**src/rtl/uart_tx_frame.sv**
```systemverilog
// UART frame transmitter: start bit, DATA_WIDTH data bits LSB-first, optional parity, one stop bit.
// CLK runs at the bit rate; TX_OUT and Busy are registered from next-state logic.
module uart_tx_frame #(
    parameter int DATA_WIDTH = 8
) (
    input  logic                  CLK,
    input  logic                  RST,
    input  logic [DATA_WIDTH-1:0] P_DATA,
    input  logic                  DATA_VALID,
    input  logic                  PAR_EN,
    input  logic                  PAR_TYP,
    output logic                  TX_OUT,
    output logic                  Busy
);

    localparam int              CNT_W    = $clog2(DATA_WIDTH);
    localparam logic [CNT_W-1:0] LAST_BIT = CNT_W'(DATA_WIDTH - 1);

    typedef enum logic [2:0] {
        IDLE  = 3'b000,
        START = 3'b001,
        DATA  = 3'b011,
        PAR   = 3'b010,
        STOP  = 3'b110
    } state_t;

    state_t                r_state,   w_state_nxt;
    logic [CNT_W-1:0]      r_bit_cnt, w_bit_cnt_nxt;
    logic [DATA_WIDTH-1:0] r_shift,   w_shift_nxt;
    logic                  r_par_en,  w_par_en_nxt;
    logic                  r_par_bit, w_par_bit_nxt;
    logic                  r_tx,      w_tx_nxt;
    logic                  r_busy,    w_busy_nxt;
    logic                  w_accept;

    assign w_accept = DATA_VALID && ((r_state == IDLE) || (r_state == STOP));

    always_comb begin
        w_state_nxt   = r_state;
        w_bit_cnt_nxt = r_bit_cnt;
        w_shift_nxt   = r_shift;
        w_par_en_nxt  = r_par_en;
        w_par_bit_nxt = r_par_bit;
        w_tx_nxt      = 1'b1;

        // Parity is folded into one bit at accept time so PAR_TYP need not be kept.
        if (w_accept) begin
            w_state_nxt   = START;
            w_bit_cnt_nxt = '0;
            w_shift_nxt   = P_DATA;
            w_par_en_nxt  = PAR_EN;
            w_par_bit_nxt = (^P_DATA) ^ PAR_TYP;
            w_tx_nxt      = 1'b0;
        end else begin
            case (r_state)
                IDLE: begin
                    w_state_nxt = IDLE;
                end
                START: begin
                    w_state_nxt   = DATA;
                    w_bit_cnt_nxt = '0;
                    w_tx_nxt      = r_shift[0];
                    w_shift_nxt   = r_shift >> 1;
                end
                DATA: begin
                    if (r_bit_cnt == LAST_BIT) begin
                        if (r_par_en) begin
                            w_state_nxt = PAR;
                            w_tx_nxt    = r_par_bit;
                        end else begin
                            w_state_nxt = STOP;
                        end
                    end else begin
                        w_bit_cnt_nxt = r_bit_cnt + 1'b1;
                        w_tx_nxt      = r_shift[0];
                        w_shift_nxt   = r_shift >> 1;
                    end
                end
                PAR: begin
                    w_state_nxt = STOP;
                end
                STOP: begin
                    w_state_nxt = IDLE;
                end
                default: begin
                    w_state_nxt = IDLE;
                end
            endcase
        end

        w_busy_nxt = (w_state_nxt != IDLE);
    end

    always_ff @(posedge CLK or negedge RST) begin
        if (!RST) begin
            r_state   <= IDLE;
            r_bit_cnt <= '0;
            r_shift   <= '0;
            r_par_en  <= 1'b0;
            r_par_bit <= 1'b0;
            r_tx      <= 1'b1;
            r_busy    <= 1'b0;
        end else begin
            r_state   <= w_state_nxt;
            r_bit_cnt <= w_bit_cnt_nxt;
            r_shift   <= w_shift_nxt;
            r_par_en  <= w_par_en_nxt;
            r_par_bit <= w_par_bit_nxt;
            r_tx      <= w_tx_nxt;
            r_busy    <= w_busy_nxt;
        end
    end

    assign TX_OUT = r_tx;
    assign Busy   = r_busy;

endmodule

```
**config.mk**
```make
export PLATFORM = sky130hd
export DESIGN_NAME = uart_tx_frame
export DESIGN_NICKNAME = d
export VERILOG_FILES = /design/src/rtl/uart_tx_frame.sv
export SDC_FILE = /design/constraint.sdc
export NUM_CORES = 1
export LEC_CHECK = 0
export CAP_MARGIN = 40
export CORE_MARGIN = 5
export CORE_UTILIZATION = 54
export CTS_BUF_LIST = sky130_fd_sc_hd__clkbuf_8
export DETAILED_ROUTE_END_ITERATION = 12
export PLACE_DENSITY = 0.81
export SLEW_MARGIN = 0
export SYNTH_ARGS = -nofsm -noshare
export SYNTH_HDL_FRONTEND = slang
export SYNTH_SLANG_ARGS = --single-unit
```
**constraint.sdc**
```tcl
create_clock -name CLK -period 1.99 [get_ports CLK]
set_clock_uncertainty 0.1 [all_clocks]
set_input_delay 0.597 -clock CLK [delete_from_list [all_inputs] [get_ports CLK]]
set_output_delay 0.597 -clock CLK [all_outputs]
set_load 0.02 [all_outputs]
```
==> results.cfg <==
[worst_setup_path]
setup.worst_path.start_class = input port
path_max_fanout = 2
slowest_stage = clkdlybuf4s50_1
arrival_ps = 1940
end_kind = flip-flop
cp_top_family = XOR/XNOR gates
slowest_delay_ps = 490
crit_buf_inv = 1
cp.required_ps = 2020
crit_chain = clkdlybuf4s50_1 > xor2_1 > xnor3_1 > xnor2_1 > mux2i_1
worst-setup-path-type = in2reg

[synthesis]
synth_cell_types = 26
synth.area.mux_share = 0.0346
yosys_warnings = 0
synth_top_family_by_area = compound AO/OA/AOI/OAI gates
syn_area_per_cell_sq_um = 12.2
synth_compound_area_frac = 0.222
syn_inst = 74
synth-xor-area-share = 0.0831
ys_seq_elements = 18
async_flop_share = 1.00
syn_nets = 89
synth_ff_type = dfrtp_1
synthAdderAreaFrac = 0.0277
netlist_area_sq_um = 903
synth-edff-count = 0
synthSimpleGateAreaFrac = 0.0956
seq_area_frac_synth = 0.500

[floorplanning]
io_pins = 15
dieArea_sq_mm = 0.00259
die_w_microns = 50.9
rows = 14
die_h_microns = 50.9
start_util = 0.586
coreArea_sq_mm = 0.00154

[hold_path]
min_path_type = reg2reg

[timing]
finalSetupViolCount = 0
fin_hold_ws_ps = 385
max-slew-margin-rel = 0.804
worstMarginPinSlew_ps = 293
period_needed_ps = 1910
max_freq_ghz = 0.525
slew_viol_final = 0
fin_crit_sh = 0.958
hold_viol_final = 0
rsz0062_at_grt = false

[placed_design]
placed_area_sq_mm = 0.00107
globalplace.congestion = 0.761
post-dp-hpwl_mm = 1.26
portBuffers = 14

[drt]
vias = 642
drcViolationCount = 0
routed_via_density = 5.84
firstDrtPassIters = 4
wl_mm = 1.71
wire_per_inst_microns = 15.6
ant_nets = 0
drtIter0Drc = 12

[clocking]
ctsHoldBuffers = 0
postCtsSetupRepairBufs = 0
cts_inserted_buffers = 3
cts_tree = built
clkTransAtPathRegs_ps = 70
clock_latency_ps = 250
htreeDepth = 1
cts_root_buf = clkbuf_8
cts_sinks = 18
clockBufferDepth = 2

[cells_and_area]
utilization = 0.730
final_common_cell = dfrtp_1
multiInputGateArea_sq_um = 418
fin_area_sq_mm = 0.00112
final_cell_mix = dfrtp_1 (17), clkdlybuf4s50_1 (13), a22o_1 (9)
diodes = 0
final_net_count = 110
nFillCells = 114
area_growth_pct = 24.5
register_area_sq_um = 452
drive_gt1_frac = 0.191

[global_route]
grt_pass1_vias = 639
grt_pass1_wl_mm = 2.88
grt_max_degree = 19
antenna_found_initial = 0
globalRouteOverflowTotal = 0
grt_use_total = 0.146

[pwr]
power_density_mw_per_mm2 = 1440
peakVddDrop_mv = 0.868
leakage_nw = 0.557

[job]
cap_violations = 0

[status]
status = complete, no violations
==> repair_timing <==
action	in CTS	in global routing
resized for setup	1	0
endpoints found under the setup margin	1	0
hold endpoints to repair	0	0
==> path summary, 6_finish.rpt <==
check	startpoint	slack, ps	endpoint	cells after the start
setup / recovery	P_DATA[4]	80	r_par_bit	5
hold / removal	r_shift[3]	380	r_shift[3]	1
setup reg to reg	r_bit_cnt[0]	330	r_bit_cnt[1]	6
hold reg to reg	r_shift[3]	380	r_shift[3]	1
max in group asynchronous	RST	960	TX_OUT	2
min in group asynchronous	RST	570	r_par_en	2
==> synth_stat cells, types with 2 or more instances <==
cell,count,area share
a21o_1,7,0.058
a21oi_1,2,0.011
a21oi_4,2,0.036
a22o_1,9,0.087
buf_6,2,0.025
dfrtp_1,17,0.47
ha_1,2,0.028
inv_1,3,0.012
mux2i_1,2,0.022
nand2_1,5,0.021
nor2_1,3,0.012
o21ai_1,2,0.011
xnor2_1,4,0.039
xor2_1,2,0.019
==> power breakdown <==
| group | switching (mW) | internal [mW] |
|---|---|---|
| combinational | 0.334 | 0.353 |
| sequential | 0.111 | 0.532 |
| clock | 0.118 | 0.176 |
==> per-layer routing <==
| layer | wire length [microns] | share of wire | vias to the layer above | track usage |
|---|---|---|---|---|
| met3 | 103 | 0.060 | 2 | 0.0320 |
| met5 | 0 | 0 | - | 0 |
| li1 | - | - | 303 | - |
| met4 | 10 | 0.0058 | 0 | 0.0638 |
| met1 | 729 | 0.43 | 313 | 0.184 |
| met2 | 871 | 0.51 | 24 | 0.240 |
==> kinds of logic after synthesis <==
logic type,after synthesis
adder cells (fa/ha/maj),2
AO/OA/AOI/OAI,24
AND/OR/NAND/NOR,15
XOR/XNOR,7
flip-flops,18
multiplexers,3
buffers and inverters,5
==> final cells by class <==
type	instances	share of cell area
Multi-Input combinational cell	51	0.372
Sequential cell	18	0.402
Clock buffer	4	0.0489
Tap cell	16	0.0178
Inverter	3	0.0100
Timing Repair Buffer	18	0.150
==> per-stage QoR <==
stage | setup slack [ps] | total power, mW | setup TNS, ps | instances
after floorplan | 393 | 1.16 | 0 | 74
after global placement | -122 | 1.31 | -122 | 106
after detailed placement | -156 | 1.34 | -156 | 106
after CTS | 91.6 | 1.64 | 0 | 110
after global routing | 38.8 | 1.74 | 0 | 110
final | 83.6 | 1.62 | 0 | 110
==> state kept, by name, indices dropped and copies added (netlist names) <==
signal     count
TX_OUT         1
r_par_bit      1
r_state        3
Busy           1
r_par_en       1
r_bit_cnt      3
r_shift        8
(Power assumes the default switching activity.)
